### config.mk
export PLATFORM = sky130hd
export DESIGN_NAME = uart_rx
export DESIGN_NICKNAME = d
export VERILOG_FILES = /design/src/rtl/uart_rx.sv
export SDC_FILE = /design/constraint.sdc
export NUM_CORES = 1
export LEC_CHECK = 0
export CAP_MARGIN = 20
export CORE_MARGIN = 2
export CORE_UTILIZATION = 30
export CTS_CLUSTER_SIZE = 16
export DETAILED_ROUTE_END_ITERATION = 16
export PLACE_DENSITY = 0.46
export RECOVER_POWER = 25
export SLEW_MARGIN = 20
export SYNTH_ARGS = -nofsm -noshare
export SYNTH_HDL_FRONTEND = slang
export SYNTH_SLANG_ARGS = --single-unit
### constraint.sdc
create_clock -name RX_CLK -period 3 [get_ports RX_CLK]
set_input_delay 0.3 -clock RX_CLK [delete_from_list [all_inputs] [get_ports RX_CLK]]
set_output_delay 0.3 -clock RX_CLK [all_outputs]
set_load 0.02 [all_outputs]
### src/rtl/uart_rx.sv
// uart_rx: oversampling UART receiver, LSB first, optional parity bit.
// Define RX_MAJORITY_VOTE_EN to decide each bit by a 3-sample majority.
module uart_rx #(
   parameter int RX_Data_Width = 8
) (
   input  logic                     RX_CLK,
   input  logic                     RX_RST,
   input  logic                     RX_IN,
   input  logic [5:0]               Prescale,
   input  logic                     RX_Parity_Enable,
   input  logic                     RX_Parity_Type,
   output logic [RX_Data_Width-1:0] RX_Parallel_Data,
   output logic                     RX_Data_Valid,
   output logic                     RX_Parity_Error,
   output logic                     RX_Stop_Error,
   output logic                     RX_Busy
);
   localparam int BW =
      (RX_Data_Width > 1) ? $clog2(RX_Data_Width) : 1;
   localparam logic [BW-1:0] LAST = BW'(RX_Data_Width - 1);

   typedef enum logic [2:0] {
      IDLE, START, DATA, PARITY, STOP
   } state_t;

   state_t                   state_q, state_d;
   logic [1:0]               sync_q;
   logic                     rx_s;
   logic [5:0]               cnt_q, cnt_d;
   logic [BW-1:0]            bcnt_q, bcnt_d;
   logic [5:0]               presc_q, presc_d;
   logic                     pen_q, pen_d;
   logic                     ptype_q, ptype_d;
   logic                     s1_q, s1_d;
   logic                     par_q, par_d;
   logic [RX_Data_Width-1:0] shift_q, shift_d;
   logic [RX_Data_Width-1:0] data_q, data_d;
   logic                     valid_q, valid_d;
   logic                     perr_q, perr_d;
   logic                     serr_q, serr_d;
   logic [5:0]               half;
   logic                     samp_b, decide, wrap;
   logic                     bit_v;
   logic                     exp_par;

   assign rx_s    = sync_q[1];
   assign half    = {1'b0, presc_q[5:1]};
   assign samp_b  = (cnt_q == half);
   assign decide  = (cnt_q == half + 6'd1);
   assign wrap    = (cnt_q == presc_q - 6'd1);
   assign exp_par = (^shift_q) ^ ptype_q;

`ifdef RX_MAJORITY_VOTE_EN
   logic s0_q, s0_d;
   logic samp_a;
   assign samp_a = (cnt_q == half - 6'd1);
   assign bit_v  = (s0_q & s1_q) | (s0_q & rx_s) | (s1_q & rx_s);

   // early sample, only used by the majority vote
   always_ff @(posedge RX_CLK or negedge RX_RST) begin
      if (!RX_RST) s0_q <= 1'b1;
      else         s0_q <= s0_d;
   end

   // capture the early sample while a frame is in progress
   always_comb begin
      s0_d = s0_q;
      if (state_q != IDLE && samp_a) s0_d = rx_s;
   end
`else
   assign bit_v = s1_q;
`endif

   // two-flop synchronizer, idles high
   always_ff @(posedge RX_CLK or negedge RX_RST) begin
      if (!RX_RST) sync_q <= 2'b11;
      else         sync_q <= {sync_q[0], RX_IN};
   end

   // FSM, counters, latched config and output pulse registers
   always_ff @(posedge RX_CLK or negedge RX_RST) begin
      if (!RX_RST) begin
         state_q <= IDLE;
         cnt_q   <= '0;
         bcnt_q  <= '0;
         presc_q <= 6'd8;
         pen_q   <= 1'b0;
         ptype_q <= 1'b0;
         s1_q    <= 1'b1;
         par_q   <= 1'b0;
         shift_q <= '0;
         data_q  <= '0;
         valid_q <= 1'b0;
         perr_q  <= 1'b0;
         serr_q  <= 1'b0;
      end else begin
         state_q <= state_d;
         cnt_q   <= cnt_d;
         bcnt_q  <= bcnt_d;
         presc_q <= presc_d;
         pen_q   <= pen_d;
         ptype_q <= ptype_d;
         s1_q    <= s1_d;
         par_q   <= par_d;
         shift_q <= shift_d;
         data_q  <= data_d;
         valid_q <= valid_d;
         perr_q  <= perr_d;
         serr_q  <= serr_d;
      end
   end

   // next state: bit timing, decisions and frame outcome
   always_comb begin
      state_d = state_q;
      cnt_d   = '0;
      bcnt_d  = bcnt_q;
      presc_d = presc_q;
      pen_d   = pen_q;
      ptype_d = ptype_q;
      s1_d    = s1_q;
      par_d   = par_q;
      shift_d = shift_q;
      data_d  = data_q;
      valid_d = 1'b0;
      perr_d  = 1'b0;
      serr_d  = 1'b0;
      if (state_q != IDLE) begin
         cnt_d = wrap ? 6'd0 : cnt_q + 6'd1;
         if (samp_b) s1_d = rx_s;
      end
      unique case (state_q)
         IDLE: begin
            if (!rx_s) begin
               state_d = START;
               presc_d = Prescale;
               pen_d   = RX_Parity_Enable;
               ptype_d = RX_Parity_Type;
            end
         end
         START: begin
            if (decide && bit_v) begin
               state_d = IDLE;
            end else if (wrap) begin
               state_d = DATA;
               bcnt_d  = '0;
            end
         end
         DATA: begin
            if (decide)
               shift_d = {bit_v, shift_q[RX_Data_Width-1:1]};
            if (wrap) begin
               if (bcnt_q == LAST)
                  state_d = pen_q ? PARITY : STOP;
               else
                  bcnt_d = bcnt_q + 1'b1;
            end
         end
         PARITY: begin
            if (decide) par_d = bit_v;
            if (wrap) state_d = STOP;
         end
         STOP: begin
            if (decide) begin
               state_d = IDLE;
               if (!bit_v)
                  serr_d = 1'b1;
               else if (pen_q && (par_q != exp_par))
                  perr_d = 1'b1;
               else begin
                  valid_d = 1'b1;
                  data_d  = shift_q;
               end
            end
         end
         default: state_d = IDLE;
      endcase
   end

   assign RX_Parallel_Data = data_q;
   assign RX_Data_Valid    = valid_q;
   assign RX_Parity_Error  = perr_q;
   assign RX_Stop_Error    = serr_q;
   assign RX_Busy          = (state_q != IDLE);
endmodule

---- After elaboration in Yosys (flattened, before gate mapping) ----
Index checks and enable logic that the tools add are counted.
W data, S select, Z words.
word-level totals
  bits in registers ....................... 43
  input port bits ......................... 11
  output and inout bits ................... 12
  logic and storage cells ................. 79
cells by class
  $add $sub $neg .......................... 4
  equality and inequality tests ........... 18
  multiplexer cells ....................... 27
  bitwise operators ....................... 3
  reductions and logical operators ........ 13
operators by type and width
  cell                   number
  $mux W3                12
  $ne A2 B2 Y1 const B   8
  $pmux W3 S5            1
  $eq A6 B6 Y1           2
  $mux W6                2
  $mux W1                11
  $reduce_and A2 Y1      4
  $reduce_xor A8 Y1      1
  $add A5 B1 Y6 const B  1
  $add A6 B1 Y6 const B  1
  $eq A3 B2 Y1 const B   2
  $eq A3 B3 Y1 const B   2
  $eq A6 B5 Y1           1
  $pmux W3 S2            1
  $reduce_and A6 Y1      1
  $sub A6 B1 Y6 const B  1
  $reduce_and A5 Y1      1
  $reduce_and A4 Y1      1
  $add A3 B1 Y3 const B  1
  $eq A3 B1 Y1 const B   1
  $logic_not A3 Y1       1
  $ne A3 B3 Y1 const B   1
  $reduce_bool A3 Y1     1
  $logic_and A1 B1 Y1    2
  other kinds (4)        5

---- Logic depth before layout (Yosys ltp) ----
  word-level depth ........................ 8
  gate-level depth with buffers ........... 10
  mapped depth without buffers ............ 8

---- Worst setup path before layout ----
Ideal clock, no wire load.
  path type ............................... reg-to-reg
  start ................................... register presc_q[2]
  end ..................................... register bcnt_q[0]
  library setup time ...................... 0.125 ns
  arrival ................................. 2.119 ns
  data required time ...................... 2.875 ns
  path slack .............................. 0.756 ns
  stages on the path, launching flop included .. 10
  buffers on the path ..................... 1
  period minus slack after synthesis ...... 2.244 ns
  path through ............................ dfrtp_1 > buf_2 > inv_1 > ha_1 > nor4b_1 > xnor2_1 > nand4_1 > nor2_1 > o221a_2 > mux2_2
between the ends
  longest elaborated chain between the ends .. 5
  elaborated cells between the ends (all ways) .. 9
  classes of those cells .................. 2 x add/sub; 5 x eq/ne; 2 x reduce/logical
RTL lines
  what                                    line  source
  start: declaration                      31    logic [5:0] presc_q, presc_d;
  start signal: assignment                100   presc_q <= presc_d;
  $add A5 B1 Y6                           49    assign decide = (cnt_q == half + 6'd1);
  $eq A6 B6 Y1                            49
  $logic_and A1 B1 Y1                     142   if (decide && bit_v) begin
  $ne A2 B2 Y1 (no source line)           -
  $reduce_and A5 Y1 (no source line) (*)  -
  end signal: assignment                  99    bcnt_q <= bcnt_d;
  end: declaration                        30    logic [BW-1:0] bcnt_q, bcnt_d;
Mark *: on every way between the ends. The rest lies on a longest branch, timed or not.
A chain may end at the register's enable or synchronous reset.

---- Final worst setup path ----
Same ends and word-level chain as after synthesis.

==> key figures <==
Job
  • Max-cap violations: 1

Timing
  • Period utilization: between 80% and 90%
  • Fin worst setup slack: 0.514 ns
  • Final setup TNS: 0 ns
  • Max Clk Rate: 0.402 GHz
  • Slew Viols, Final: 44
  • Final Hold Viols: 0
  • Worst slew pin tran: around 2.3 ns
  • Unrepaired setup endpoints after global routing: no
  • Period minus WS final: 2.49 ns
  • # setup viols final: 0
  • Worst rel slew slack: -53.2%
  • Setup Skew: 0.00769 ns

GRT
  • Vias in the first global route: 1,450
  • Pin count of the biggest net entering global routing: 44
  • All-Layer GR Usage: about 11%
  • Initial antenna violation count: 0
  • Grt total ovfl: 0
  • First-pass GRT wire length: 7200 µm

Status
  • Violated checks: max-capacitance violations, max-slew violations
  • Status: finished, violations left

Pwr
  • Leak pwr: 1.16 nW
  • Seq pwr share: 42.1%
  • Switching power total: 0.813 mW
  • Internal Power: 1.36 mW
  • Switching Fraction: 37.5%
  • Combinational Power Share: between 30% and 40%
  • Worst VDD drop: about 0.31 mV
  • Pwr per Cell Area: 818 mW/mm²
  • Clk pwr share: 21.2%

Route
  • DRC Markers: 0
  • Vias: 1,491
  • Drt wl/cell: 13.1 µm
  • Total Wirelength: 4190 µm
  • Final ANT Viol Nets: 0
  • DRT Pass-1 Iters: 4
  • DRT iter0 DRCs: 81
  • DR vias/cell: 4.66

Worst hold path
  • HP Class: reg -> reg

Layout
  • Most frequent cells in the layout: 39 x dfrtp_1, 21 x clkdlybuf4s50_1, 15 x xnor2_1, 15 x mux2_2
  • Final nets: 237
  • Number of diodes: 0
  • Commonest non-fill, non-tap cell in the layout: dfrtp_1
  • Share of cells above drive strength 1: 18.6%
  • P&R area growth vs syn: 18.4%
  • Post-layout util: a little over a third
  • Fill cell count: 761

Critical path
  • CP required: 3.19 ns
  • Setup crit end kind: flop
  • Crit Path Max Fanout: 8
  • Crit path kind: reg -> reg
  • CP arrival: 2.67 ns
  • Crit start category: flop

Yosys
  • Yosys top cell by area: dfrtp_1
  • Sequential share of the synthesized area: 48.2%
  • Synth Register Bits: 43
  • Post-synth EDFFs: 0
  • Synth top area cells: dfrtp_1 44%, mux2_2 7.5%, xnor2_1 5.9%
  • Distinct cells, synth: 41
  • Asr flop ratio synth: 100%
  • Post-Synthesis Cells: between 150 and 200
  • Warnings, synthesis: 0
  • Post-Syn Area: 0.00224 mm²
  • Synth Flop Type: dfrtp_1
  • Syn Area/Cell: 11.3 µm²
  • Share of the synthesized area in the top cell type: 43.5%
  • Syn_nets: approximately 220

Floorplan
  • Core footprint: 0.00725 mm²
  • Die Span X: 90.5 µm
  • Die H: between 90 and 100 µm
  • Initial Utilization: between 30% and 40%
  • I/O pins: 23
  • # rows: 31
  • Full die area: 0.00818 mm²

CTS
  • H-tree Lvls: 2
  • TritonCTS clock tree: built
  • Clk buf depth: 2
  • Cts hold-fix bufs: 0
  • Total setup buffers inserted after CTS: 0
  • Root Driver: clkbuf_8
  • Clock latency at the later pin of the worst-skew pair: approximately 0.3 ns
  • # resized after CTS: 0
  • TritonCTS buffer count: 5
  • Clock-pin transition on the worst setup and hold timing paths: around 0.090 ns
  • Clock Sinks: 43

Place
  • Detailed placer's ending HPWL: 3050 µm
  • Port bufs: 22
  • Setup WS pre-CTS: 0.527 ns
  • RePlAce Congestion: 0.846
[logic make-up (layout without fill, tap and decap cells)]
family	after synthesis	after routing	synth area share, %
and+or+nand+nor	56	56	12.2
muxes	25	25	13.8
AOI/OAI and AO/OA	21	21	6.14
xor gates and xnor gates	29	29	12.6
buffers and inverters	18	41	3.68
DFF	43	43	48.2
adders and majority gates	6	6	3.35
[layout make-up]
type                    instances  area, µm²  area share (%)
clock buffers                   5       68.8            2.59
clock inverters                 3       43.8            1.65
inverters                      10       37.5            1.41
multi-input cells             137       1080            40.6
flip-flops and latches         43       1080            40.7
well taps                      99        124            4.67
repair buffers                 23        221            8.34
[power groups by stage]
stage               registers, mW  clock network [mW]  logic, mW
floorplan                   0.803                   0      0.730
global placement            0.928                   0      0.813
detailed placement          0.922                   0      0.809
CTS                         0.911               0.477      0.812
global route                0.941               0.495      0.905
finish                      0.913               0.459      0.799
[Yosys cell counts (5+ instances only)]
cell,count
dfrtp_1,39
mux2_2,15
xnor2_1,15
nand2_1,14
nor2_1,14
xor2_1,11
inv_1,10
mux2_4,8
nand3_1,8
nor3_1,7
o21ai_0,7
ha_1,6
buf_2,5
[flip-flops by register name, indices dropped and copies added (netlist names)]
| register | flops |
|---|---|
| shift_q | 8 |
| presc_q | 6 |
| RX_Stop_Error | 1 |
| pen_q | 1 |
| RX_Parity_Error | 1 |
| RX_Parallel_Data | 8 |
| sync_q | 2 |
| RX_Data_Valid | 1 |
| par_q | 1 |
| ptype_q | 1 |
| state_q | 3 |
| bit_v | 1 |
| bcnt_q | 3 |
| cnt_q | 6 |
[worst max-delay path: stages, from the launching register on]
cell and delay [ns]:
dfrtp_1 0.48, inv_1 0.13, ha_1 0.16, nor4b_1 0.32, xnor2_1 0.16, nand4_1 0.15, nor2_1 0.33, o221a_2 0.31
mux2_2 0.34
[per-layer routing]
| layer | share of wire, % | vias up | track usage, % |
|---|---|---|---|
| met3 | 3.8 | 8 | 2.67 |
| li1 | - | 726 | - |
| met5 | 0 | - | 0 |
| met2 | 44 | 32 | 16.0 |
| met4 | 1.8 | 0 | 3.85 |
| met1 | 50 | 725 | 16.0 |
[per-stage QoR]
step	hold slack, ns	power, mW	std cells	instance area [µm²]
floorplan	0.00441	1.53	198	2240
global placement	0.347	1.74	312	2540
detailed placement	0.351	1.73	312	2540
CTS	0.192	2.20	320	2660
global route	0.368	2.34	320	2660
finish	0.361	2.17	320	2660
[final timing paths]
kind,start,end,slack (ns),cells after the start
max,presc_q[2],bcnt_q[0],0.51,8
min,sync_q[0],sync_q[1],0.36,0
max reg2reg,presc_q[2],bcnt_q[0],0.51,8
min reg2reg,sync_q[0],sync_q[1],0.36,0
max in group asynchronous,RX_RST,RX_Parallel_Data[4],1.01,1
min in group asynchronous,RX_RST,presc_q[1],0.68,1
(Power assumes the default switching activity.)
